===== config.mk =====
export PLATFORM = sky130hd
export DESIGN_NAME = uart_tx
export DESIGN_NICKNAME = d
export VERILOG_FILES = /design/src/rtl/uart_pkg.sv /design/src/rtl/uart_baud_cnt.sv /design/src/rtl/uart_tx.sv
export SDC_FILE = /design/constraint.sdc
export NUM_CORES = 1
export LEC_CHECK = 0
export ABC_AREA = 1
export BUFFER_PORTS_ARGS = -buffer_cell sky130_fd_sc_hd__buf_2
export CAP_MARGIN = 20
export CELL_PAD_IN_SITES_DETAIL_PLACEMENT = 1
export CELL_PAD_IN_SITES_GLOBAL_PLACEMENT = 2
export CORE_MARGIN = 2
export CORE_UTILIZATION = 30
export CTS_CLUSTER_DIAMETER = 40
export DETAILED_ROUTE_END_ITERATION = 8
export GPL_ROUTABILITY_DRIVEN = 1
export HOLD_SLACK_MARGIN = 0.06
export PLACE_DENSITY_LB_ADDON = 0.12
export SLEW_MARGIN = 40
export SYNTH_ARGS = -nofsm -noshare
export SYNTH_HDL_FRONTEND = slang
export SYNTH_HIERARCHICAL = 1
export SYNTH_SLANG_ARGS = --single-unit

===== constraint.sdc =====
create_clock -name clk -period 2.75 [get_ports clk]
set_clock_uncertainty 0.05 [all_clocks]
set_input_delay 0.275 -clock clk [delete_from_list [all_inputs] [get_ports clk]]
set_output_delay 0.275 -clock clk [all_outputs]
set_load 0.05 [all_outputs]

===== src/rtl/uart_pkg.sv =====
// Shared UART definitions used by the transmitter and the receiver.
//   - uart_state_e : FSM state encoding (3 bits)
//   - calc_cycle   : clocks per bit from clock frequency (MHz) and baud rate
//   - DATA_BITS    : payload width
//   - CNT_W        : width of the bit-period counter
package uart_pkg;

  localparam int unsigned DATA_BITS = 8;
  localparam int unsigned CNT_W     = 16;

  typedef enum logic [2:0] {
    IDLE   = 3'd0,
    START  = 3'd1,
    DATA   = 3'd2,
    PARITY = 3'd3,
    STOP   = 3'd4
  } uart_state_e;

  // Integer division truncates, so the line runs marginally fast when the
  // clock is not an exact multiple of the baud rate.
  function automatic int unsigned calc_cycle(input int unsigned clk_fre,
                                             input int unsigned baud_rate);
    return (clk_fre * 1000000) / baud_rate;
  endfunction

endpackage


===== src/rtl/uart_baud_cnt.sv =====
// Bit-period counter shared by the UART transmitter and receiver.
// Counts 0..CYCLE-1 while enabled; done is high while the count sits at
// CYCLE-1. The user clears it on every bit boundary.
// Ports:
//   clk    in  system clock
//   rst    in  asynchronous active-high reset
//   clear  in  force the count to zero on the next edge (priority over enable)
//   enable in  advance the count by one
//   done   out count equals CYCLE-1
module uart_baud_cnt
  import uart_pkg::*;
#(
  parameter int unsigned CYCLE = 434
) (
  input  logic clk,
  input  logic rst,
  input  logic clear,
  input  logic enable,
  output logic done
);

  localparam logic [CNT_W-1:0] LAST = CNT_W'(CYCLE - 1);

  logic [CNT_W-1:0] cycle_cnt_q;
  logic [CNT_W-1:0] cycle_cnt_d;

  always_comb begin
    cycle_cnt_d = cycle_cnt_q;
    if (clear) begin
      cycle_cnt_d = '0;
    end else if (enable) begin
      cycle_cnt_d = cycle_cnt_q + 1'b1;
    end
  end

  always_ff @(posedge clk or posedge rst) begin
    if (rst) begin
      cycle_cnt_q <= '0;
    end else begin
      cycle_cnt_q <= cycle_cnt_d;
    end
  end

  assign done = (cycle_cnt_q == LAST);

endmodule


===== src/rtl/uart_tx.sv =====
// UART transmitter: accepts one byte per valid/ready handshake and
// serialises it LSB-first as start bit, 8 data bits, optional even parity
// bit, then STOP_BITS stop bits. Line idles high.
// Optional feature: define UART_TX_PARITY_EN to insert an even-parity bit
// between data bit 7 and the stop bits.
// Ports:
//   clk           in   system clock
//   rst           in   asynchronous active-high reset
//   tx_data       in   byte to send, sampled on handshake
//   tx_data_valid in   producer has a byte
//   tx_data_ready out  high only in IDLE
//   tx_busy       out  high while a frame is in progress
//   tx_pin        out  registered serial line
module uart_tx
  import uart_pkg::*;
#(
  parameter int unsigned clk_fre   = 50,
  parameter int unsigned baud_rate = 115200,
  parameter int unsigned STOP_BITS = 1
) (
  input  logic       clk,
  input  logic       rst,
  input  logic [7:0] tx_data,
  input  logic       tx_data_valid,
  output logic       tx_data_ready,
  output logic       tx_busy,
  output logic       tx_pin
);

  localparam int unsigned CYCLE     = calc_cycle(clk_fre, baud_rate);
  localparam logic [2:0]  LAST_BIT  = 3'(DATA_BITS - 1);
  localparam logic [2:0]  STOP_LAST = 3'(STOP_BITS - 1);

  if ((CYCLE < 2) || (CYCLE > 65535)) begin : g_bad_cycle
    $error("uart_tx: clocks per bit out of range 2..65535");
  end
  if ((STOP_BITS != 1) && (STOP_BITS != 2)) begin : g_bad_stop
    $error("uart_tx: STOP_BITS must be 1 or 2");
  end

  uart_state_e          state_q, state_d;
  logic [DATA_BITS-1:0] shift_q, shift_d;
  logic [2:0]           bit_cnt_q, bit_cnt_d;
  logic                 tx_pin_q, tx_pin_d;
  logic                 cnt_clear;
  logic                 cnt_en;
  logic                 baud_done;
`ifdef UART_TX_PARITY_EN
  logic                 parity_q, parity_d;
`endif

  uart_baud_cnt #(.CYCLE(CYCLE)) u_baud_cnt (
    .clk    (clk),
    .rst    (rst),
    .clear  (cnt_clear),
    .enable (cnt_en),
    .done   (baud_done)
  );

  // tx_pin_d always carries the value the line must show in the next state,
  // so the registered pin changes on the same edge as the state.
  always_comb begin
    state_d   = state_q;
    shift_d   = shift_q;
    bit_cnt_d = bit_cnt_q;
    tx_pin_d  = tx_pin_q;
    cnt_clear = 1'b0;
    cnt_en    = 1'b1;
`ifdef UART_TX_PARITY_EN
    parity_d  = parity_q;
`endif
    case (state_q)
      IDLE: begin
        cnt_en    = 1'b0;
        cnt_clear = 1'b1;
        bit_cnt_d = '0;
        tx_pin_d  = 1'b1;
        if (tx_data_valid) begin
          state_d  = START;
          shift_d  = tx_data;
          tx_pin_d = 1'b0;
`ifdef UART_TX_PARITY_EN
          parity_d = ^tx_data;
`endif
        end
      end
      START: begin
        if (baud_done) begin
          cnt_clear = 1'b1;
          state_d   = DATA;
          tx_pin_d  = shift_q[0];
        end
      end
      DATA: begin
        if (baud_done) begin
          cnt_clear = 1'b1;
          bit_cnt_d = bit_cnt_q + 3'd1;
          if (bit_cnt_q == LAST_BIT) begin
`ifdef UART_TX_PARITY_EN
            state_d  = PARITY;
            tx_pin_d = parity_q;
`else
            state_d  = STOP;
            tx_pin_d = 1'b1;
`endif
          end else begin
            shift_d  = {1'b0, shift_q[DATA_BITS-1:1]};
            tx_pin_d = shift_q[1];
          end
        end
      end
`ifdef UART_TX_PARITY_EN
      PARITY: begin
        if (baud_done) begin
          cnt_clear = 1'b1;
          state_d   = STOP;
          tx_pin_d  = 1'b1;
        end
      end
`endif
      STOP: begin
        // bit_cnt is reused here to count stop bits.
        if (baud_done) begin
          cnt_clear = 1'b1;
          if (bit_cnt_q == STOP_LAST) begin
            state_d   = IDLE;
            bit_cnt_d = '0;
          end else begin
            bit_cnt_d = bit_cnt_q + 3'd1;
          end
        end
      end
      default: begin
        state_d   = IDLE;
        tx_pin_d  = 1'b1;
        bit_cnt_d = '0;
        cnt_clear = 1'b1;
        cnt_en    = 1'b0;
      end
    endcase
  end

  always_ff @(posedge clk or posedge rst) begin
    if (rst) begin
      state_q   <= IDLE;
      shift_q   <= '0;
      bit_cnt_q <= '0;
      tx_pin_q  <= 1'b1;
`ifdef UART_TX_PARITY_EN
      parity_q  <= 1'b0;
`endif
    end else begin
      state_q   <= state_d;
      shift_q   <= shift_d;
      bit_cnt_q <= bit_cnt_d;
      tx_pin_q  <= tx_pin_d;
`ifdef UART_TX_PARITY_EN
      parity_q  <= parity_d;
`endif
    end
  end

  assign tx_data_ready = (state_q == IDLE);
  assign tx_busy       = (state_q != IDLE);
  assign tx_pin        = tx_pin_q;

endmodule


---- Word-level counts from Yosys, hierarchy flattened ----
Cells that the tools add are included.
W data, S select, Z words.
storage, ports and cells
  logic and storage cells ................. 56
  input bits .............................. 11
  register bits after elaboration ......... 31
  output and inout bits ................... 3
operators by class
  equal/unequal tests ..................... 12
  bitwise logic cells ..................... 2
  reductions and logical operators ........ 10
  muxes and demuxes ....................... 25
  add/subtract/negate cells ............... 2
operators by type and width
  operator                 number
  $mux W16                 2
  $mux W3                  9
  $mux W8                  3
  $add A16 B1 Y16 const B  1
  $eq A16 B9 Y1 const B    1
  $pmux W8 S2              1
  $ne A2 B2 Y1 const B     7
  $pmux W3 S4              1
  $pmux W3 S3              1
  $mux W1                  7
  $eq A3 B3 Y1 const B     2
  $logic_not A3 Y1         2
  $reduce_and A3 Y1        2
  $reduce_and A6 Y1        1
  $pmux W1 S4              1
  $reduce_and A4 Y1        1
  $reduce_bool A2 Y1       2
  $add A3 B1 Y3 const B    1
  $eq A3 B1 Y1 const B     1
  $eq A3 B2 Y1 const B     1
  $reduce_bool A3 Y1       1
  $reduce_or A3 Y1         1
  $not A1 Y1               2

---- Logic depth before layout (Yosys ltp) ----
Gate-level depths: netlist of run 1.
  depth after elaboration ................. 5
  depth in mapped cells ................... 14
  mapped depth without buffers ............ 14

---- Modules after synthesis ----
Netlist of run 1, hierarchy kept.
modules (own cells, without submodules)
  module         instances  cells an instance  area each (sq um)  sequential area each (sq um)
  uart_baud_cnt  1          139                1001.0             400.4
  uart_tx        1          121                947.2              376.6

---- Worst setup path after synthesis of run 1 ----
Ideal clock, no wire load.
  path kind ............................... register -> register
  start ................................... register u_baud_cnt.cycle_cnt_q[1]
  end ..................................... register u_baud_cnt.cycle_cnt_q[12]
  cell stages (with the launch flop) ...... 14
  data required time ...................... 2.583 ns
  arrival time ............................ 1.884 ns
  clock period less this slack ............ 2.051 ns
  path buffers ............................ 0
  setup time .............................. 0.117 ns
  setup slack ............................. 0.699 ns
  cell sequence ........................... dfrtp_1 inv_1 ha_1 nand3_1 nor3_1 inv_1 nand2_1 nor2_4 nor2_4 nand2_2 nor2_1 nand2_1 nand2_1 nor2_1
on the way
  longest elaborated chain between the ends .. 4
  elaborated cells on any way between the ends .. 7
  those cells by class .................... add/sub (1); eq/ne (1); mux (4); reduce/logical (1)
RTL lines
  element                                                RTL line                                      source
  start, declared                                        uart_baud_cnt.sv:24                           logic [CNT_W-1:0] cycle_cnt_q;
  start signal, assigned                                 uart_baud_cnt.sv:40                           cycle_cnt_q <= cycle_cnt_d;
  $eq A16 B9 Y1 *                                        uart_baud_cnt.sv:44                           assign done = (cycle_cnt_q == LAST);
  via baud_done                                          uart_tx.sv:47                                 logic baud_done;
  $mux W1 *                                              uart_tx.sv:88, uart_tx.sv:95, uart_tx.sv:123
  $mux W1 *                                              --
  via cnt_clear                                          uart_tx.sv:45                                 logic cnt_clear;
  $mux W16 / $reduce_bool A2 Y1 (equally long branches)  --
Mark *: on every way through the listed nets, which the timed path passes. The rest lies on a longest branch. The select of a mux whose other input is x is not followed.
A chain may end at the register's enable or synchronous reset.

---- Worst setup path in the final report of run 1 ----
  start ................................... register u_baud_cnt.cycle_cnt_q[1]
  end ..................................... register u_baud_cnt.cycle_cnt_q[9]
The elaborated chain is that of the path after synthesis.

==> key figures, run 1 <==
Power and ir drop
  • Leakage: 1.10 nW
  • Power, Total: 0.848 mW
  • Max IR drop VDD: 0.183 mV
  • PwrDens: 387 mW/mm²

Placed design
  • Port bufs: 13
  • DP HPWL: 3.60 mm
  • Gpl congestion: 0.752
  • Placed insts: 350

Route
  • Detailed-route wire length: 4.61 mm
  • Detailed Routing Iterations Pass 1: 4
  • DR vias: 1668
  • Wire length per cell: 12.9 µm
  • Routed vias/inst: 4.66
  • Iteration-0 DRC Markers: 44
  • Final antenna-violating net count: 0
  • DRC Markers: 0

Timing
  • Max Fclk: 0.416 GHz
  • Tmin final: 2410 ps
  • Fin Setup TNS: 0 ps
  • Max-Slew Margin vs Limit: 0.563
  • Slew Limit Fails: 0
  • Slew @ Worst Pin: 655 ps
  • RSZ-0062 raised after global routing: false
  • Tcrit/Tclk final: 0.875
  • Hold Vio Cnt, Final: 0
  • Count of final setup violators: 0

Critical path
  • Worst path cell trace: inv_1, ha_1, nand3_1, nor3_1, inv_1, nand2_1, inv_2, nand2_4, nand2_2, nor2_2, nand2_1, nand2_1, nand2_1, nor2_1
  • Crit Path Class: reg -> reg
  • Worst EP arrival: 2560 ps
  • CP top delay family: simple AND/OR/NAND/NOR gates
  • Crit-path max cell delay: 400 ps
  • Type of destination of the critical path: flop
  • CP Launch Type: flop
  • CP Buf/Inv Count: 3
  • Worst Path Required: 2910 ps
  • Worst-path fanout max: 8
  • CP most frequent cell: nand2_1
  • Critical Path Slowest Stage Cell: dfrtp_1
  • Worst setup path start: u_baud_cnt/cycle_cnt_q[1]
  • R2R Path Start: u_baud_cnt/cycle_cnt_q[1]

Yosys
  • Syn_nets: 276
  • Syn Inst Count: 260
  • Yosys warns: 6
  • Cell taking the most area after synthesis: dfrtp_1
  • Yosys cell types: 29
  • Most frequent cell after synthesis: nand2_1
  • EDFF count, synth: 0
  • Synthesis-stage register bit count: 31
  • Sequential area share after synthesis: 0.399
  • Most common flop cell mapped by yosys: dfrtp_1
  • Synth top area cells: dfrtp_1, nand2_1, inv_1
  • Synthesized area: 0.00195 mm²
  • Post-synth ARST share: 1.00
  • Synth top area share: 0.385
  • Post-synth top cells: nand2_1, inv_1, dfrtp_1
  • Syn Area/Cell: 7.49 µm²

Die
  • Row count: 29
  • Starting density of the core: 0.309
  • Die ar.: 0.00715 mm²
  • Core area: 0.00631 mm²
  • I/O pin count: 14
  • Die X: 84.6 µm
  • Die span in y: 84.6 µm

Final layout
  • Filler cells: 819
  • Share of cells above drive strength 1: 0.214
  • FF/Latch Area: 777 µm²
  • Fin nets: 297
  • Layout area overhead: 12.3%
  • Multi-input logic area: 968 µm²
  • N_diodes: 0
  • Post-Layout Cell Count: 358

Global routing
  • Total grt overflow: 0
  • Number of global-route vias before repair: 1765
  • First-pass GRT wire length: 8.18 mm
  • Initial antenna violation count: 0
  • GRT Overall Usage: 0.144
  • Largest net degree at the start of global routing: 22

Clocking
  • Root buffer cell: clkbuf_8
  • CTS tree: built
  • Clock Tree Buf Depth: 2
  • Clk pin slew, worst setup/hold paths: 70 ps
  • H-tree Lvls: 2
  • CTS Sinks: 31
  • CTS buffer count: 5
  • Worst skew pair latency: 280 ps
  • Resized Gates After CTS: 0

Outcome
  • Status: finished clean

Hold path
  • Critical hold path startpoint: tx_data[7]
  • Hold Path Class: in -> reg

Flow run
  • Maxcap violations: 0
## report_power, final
group          leakage, nW  total [mW]  internal [mW]  switching, mW
logic                0.681      0.0227        0.00829         0.0144
registers            0.373       0.456          0.456              0
clock network       0.0470       0.369          0.196          0.173
## final timing paths
check	cells after the start	slack [ps]	endpoint
max	14	340	u_baud_cnt/cycle_cnt_q[9]
min	3	170	shift_q[7]
max reg2reg	14	340	u_baud_cnt/cycle_cnt_q[9]
min reg2reg	2	430	shift_q[0]
max in group asynchronous	3	1640	u_baud_cnt/cycle_cnt_q[4]
min in group asynchronous	3	580	shift_q[7]
## registers in the layout (all words and copies together) (netlist names)
register / cells
bit_cnt_q: 3
shift_q: 8
state_q: 3
tx_pin: 1
u_baud_cnt/cycle_cnt_q: 16
## timing repair
| item | in CTS | in global routing |
|---|---|---|
| hold endpoints to repair | 7 | 0 |
| hold buffers | 1 | 0 |
| buffers inserted | 0 | 0 |
## worst register-to-register path, delay by kind of cell (launching register included)
kind | cells | cell delay (ps)
adder cells (fa/ha/maj) | 1 | 150
buffers and inverters | 3 | 430
flip-flops | 1 | 400
AND/OR/NAND/NOR | 10 | 1300
## cell type report
| class | instances | area share |
|---|---|---|
| Sequential cell | 31 | 0.355 |
| Inverter | 41 | 0.0703 |
| Multi-Input combinational cell | 184 | 0.443 |
| Timing Repair Buffer | 18 | 0.0480 |
| Clock buffer | 6 | 0.0377 |
| Tap cell | 77 | 0.0440 |
| Clock inverter | 1 | 0.00229 |
## cells by family (layout without fill, tap and decap cells)
group                    count (synthesis)  in the layout  share of synthesized area
AO/OA/AOI/OAI                           30             30                     0.0918
adder cells (fa/ha/maj)                  5              5                     0.0321
buffers and inverters                   45             66                      0.104
flip-flops                              31             31                      0.399
AND/OR/NAND/NOR                        149            149                      0.373
## layer usage
layer  wire [µm]  track usage  share of wire
met1        2050        0.171           0.45
met2        2380        0.256           0.52
met3          91       0.0265          0.020
met4          81       0.0548          0.018
met5           0            0              0
## cell usage in the layout (no fill, tap or decap), types with 6 or more instances in the layout
cell type  synthesis  routed
buf_2              1      13
clkbuf_8           1       6
dfrtp_1           30      30
inv_1             36      36
nand2_1           72      72
nand3_1            9       9
nand4_1            6       6
nor2_1            28      28
nor2_2             9       9
o21ai_0           10      10
o21ai_1            8       8
## through the flow
stage | area [µm²] | util | hold slack [ps] | setup WS, ps
after floorplan | 1950 | - | 126 | 699
after global placement | 2090 | 0.331 | 370 | 391
after detailed placement | 2090 | 0.331 | 359 | 346
after CTS | 2190 | 0.347 | 163 | 325
after global routing | 2190 | 0.347 | 177 | 67.0
final | 2190 | 0.347 | 171 | 344
Power figures use the tool's default switching activity.
==> inputs of run 2 (changes only) <==
--- a/config.mk
+++ b/config.mk
@@ -10,13 +10,16 @@
 export CAP_MARGIN = 20
 export CELL_PAD_IN_SITES_DETAIL_PLACEMENT = 1
 export CELL_PAD_IN_SITES_GLOBAL_PLACEMENT = 2
+export CORE_ASPECT_RATIO = 0.9
 export CORE_MARGIN = 2
 export CORE_UTILIZATION = 30
+export CTS_BUF_LIST = sky130_fd_sc_hd__clkbuf_4
 export CTS_CLUSTER_DIAMETER = 40
 export DETAILED_ROUTE_END_ITERATION = 8
 export GPL_ROUTABILITY_DRIVEN = 1
 export HOLD_SLACK_MARGIN = 0.06
 export PLACE_DENSITY_LB_ADDON = 0.12
+export SETUP_SLACK_MARGIN = 0.2
 export SLEW_MARGIN = 40
 export SYNTH_ARGS = -nofsm -noshare
 export SYNTH_HDL_FRONTEND = slang
==> key figures, run 2 (synthesized netlist as in run 1, its figures left out) <==
Global routing
  • First-pass GRT wire length: 8.38 mm
  • Total grt overflow: 0
  • GR peak layer: met1
  • Initial antenna violation count: 0
  • Met2 Track Usage GR: 0.202
  • Largest net degree at the start of global routing: 23
  • GRT Overall Usage: 0.153
  • Met3 GRT Util: 0.0319
  • M1 GR Usage: 0.244
  • Number of global-route vias before repair: 1639

Final layout
  • Commonest non-fill, non-tap cell in the layout: nand2_1
  • Leading registers by flop count: u_baud_cnt/cycle_cnt_q: 16 flops, shift_q: 8 flops
  • Share of cells above drive strength 1: 0.221
  • Most frequent cells in the layout: nand2_1, inv_1, dfrtp_1, nor2_1, buf_2
  • Final Cell Area: 0.00217 mm²
  • N_diodes: 0
  • Filler cells: 806
  • Most flop-heavy register: u_baud_cnt/cycle_cnt_q
  • Post-layout util: 0.348
  • Layout area overhead: 11.2%
  • Largest register FFs: 16
  • Fin nets: 296

Route
  • Routed vias/inst: 4.50
  • Detailed-route wire length: 4.73 mm
  • Wire length per cell: 12.9 µm
  • Detailed Routing Iterations Pass 1: 4
  • Iteration-0 DRC Markers: 48
  • DR vias: 1655
  • DRC Markers: 0
  • Final antenna-violating net count: 0

Timing
  • Max Fclk: 0.456 GHz
  • Slew Limit Fails: 0
  • Count of final setup violators: 0
  • Max-Slew Margin vs Limit: 0.563
  • Worst setup margin: 556 ps
  • Fin Setup TNS: 0 ps
  • Slew @ Worst Pin: 654 ps
  • RSZ-0062 raised after global routing: false
  • Tcrit/Tclk final: 0.798
  • Hold Vio Cnt, Final: 0
  • Tmin final: 2190 ps

Die
  • Die span in y: 80.5 µm
  • Row count: 27
  • Starting density of the core: 0.313
  • I/O pin count: 14
  • Die X: 88.9 µm
  • Die ar.: 0.00716 mm²
  • Core area: 0.00622 mm²

Critical path
  • Worst-path fanout max: 7
  • Type of destination of the critical path: flop
  • Worst Path Required: 2930 ps
  • Crit Path Class: reg -> reg
  • CP top delay family: simple AND/OR/NAND/NOR gates
  • Worst EP arrival: 2370 ps
  • Worst path cell trace: inv_1, ha_1, nand3_1, nor3_2, inv_1, nand2_2, nor2_4, nor2_2, nand4_1, nor2_1, nor2_1
  • CP Buf/Inv Count: 2
  • Crit-path max cell delay: 430 ps
  • CP Launch Type: flop
  • Critical Path Slowest Stage Cell: dfrtp_1

Power and ir drop
  • Leakage: 1.08 nW
  • PwrDens: 343 mW/mm²
  • Max IR drop VDD: 0.185 mV

Placed design
  • Port bufs: 13
  • Cell Area, Placed: 0.00210 mm²
  • DP HPWL: 3.72 mm
  • Place WS: 394 ps
  • Gpl congestion: 0.755

Clocking
  • Root buffer cell: clkbuf_4
  • Worst skew pair latency: 330 ps
  • Clk pin slew, worst setup/hold paths: 110 ps
  • CTS tree: built
  • Clock Tree Buf Depth: 2
  • CTS Sinks: 31
  • CTS buffer count: 5
  • H-tree Lvls: 2

Hold path
  • Hold Path Class: in -> reg

Outcome
  • Status: finished clean

Flow run
  • Maxcap violations: 0
-- run 2: cell types whose count changed in the layout (fill, tap and decap cells not counted), sizes merged --
cell    change
clkinv      +2
buf         -1
clkbuf      -1
-- run 2: area by class of cell --
class,instances,area [µm²],area share
Multi-Input combinational cell,184,976,0.451
Sequential cell,31,777,0.359
Inverter,41,154,0.0711
Tap cell,87,109,0.0503
Timing Repair Buffer,17,97.6,0.0451
Clock buffer,5,37.5,0.0173
Clock inverter,3,15.0,0.00693
-- run 2: worst paths after layout --
kind	depth (start not counted)	startpoint	end	slack (ps)
max	11	u_baud_cnt/cycle_cnt_q[1]	u_baud_cnt/cycle_cnt_q[13]	560
min	3	tx_data[7]	shift_q[7]	110
max reg2reg	11	u_baud_cnt/cycle_cnt_q[1]	u_baud_cnt/cycle_cnt_q[13]	560
min reg2reg	2	tx_pin	tx_pin	430
max in group asynchronous	3	rst	u_baud_cnt/cycle_cnt_q[7]	1690
min in group asynchronous	3	rst	shift_q[5]	520
-- run 2: repair_timing --
action / 4_1_cts / 5_1_grt
gates resized for setup: 0 / 2
setup buffers: 0 / 0
hold buffers: 1 / 0
hold endpoints to repair: 30 / 0
endpoints found under the setup margin: 0 / 8
-- run 2: power by group --
| part | total [mW] | internal, mW | switching, mW | leakage [nW] |
|---|---|---|---|---|
| clock | 0.265 | 0.0951 | 0.170 | 0.0347 |
| sequential | 0.456 | 0.456 | 0 | 0.373 |
| combinational | 0.0227 | 0.00828 | 0.0144 | 0.676 |
| total | 0.744 | 0.559 | 0.184 | 1.08 |
-- run 2: stage by stage --
step	power [mW]	std cells	hold WS [ps]
detailed placement	0.488	359	357
finish	0.744	368	114
global placement	0.488	359	355
floorplan	0.476	260	126
global route	0.787	368	87.3
CTS	0.766	368	95.0
-- run 2: per-layer routing --
metal / share of wire / up-vias
met2: 0.40 / 12
met1: 0.57 / 783
met5: 0 / -
li1: - / 856
met3: 0.021 / 4
met4: 0.0097 / 0
-- run 2: worst reg2reg max path: cells and delay by family, from the launching register on --
kind / cells / cell delay [ps]
AND/OR/NAND/NOR: 8 / 1180
flip-flops: 1 / 430
buffers and inverters: 2 / 250
adder cells (fa/ha/maj): 1 / 190
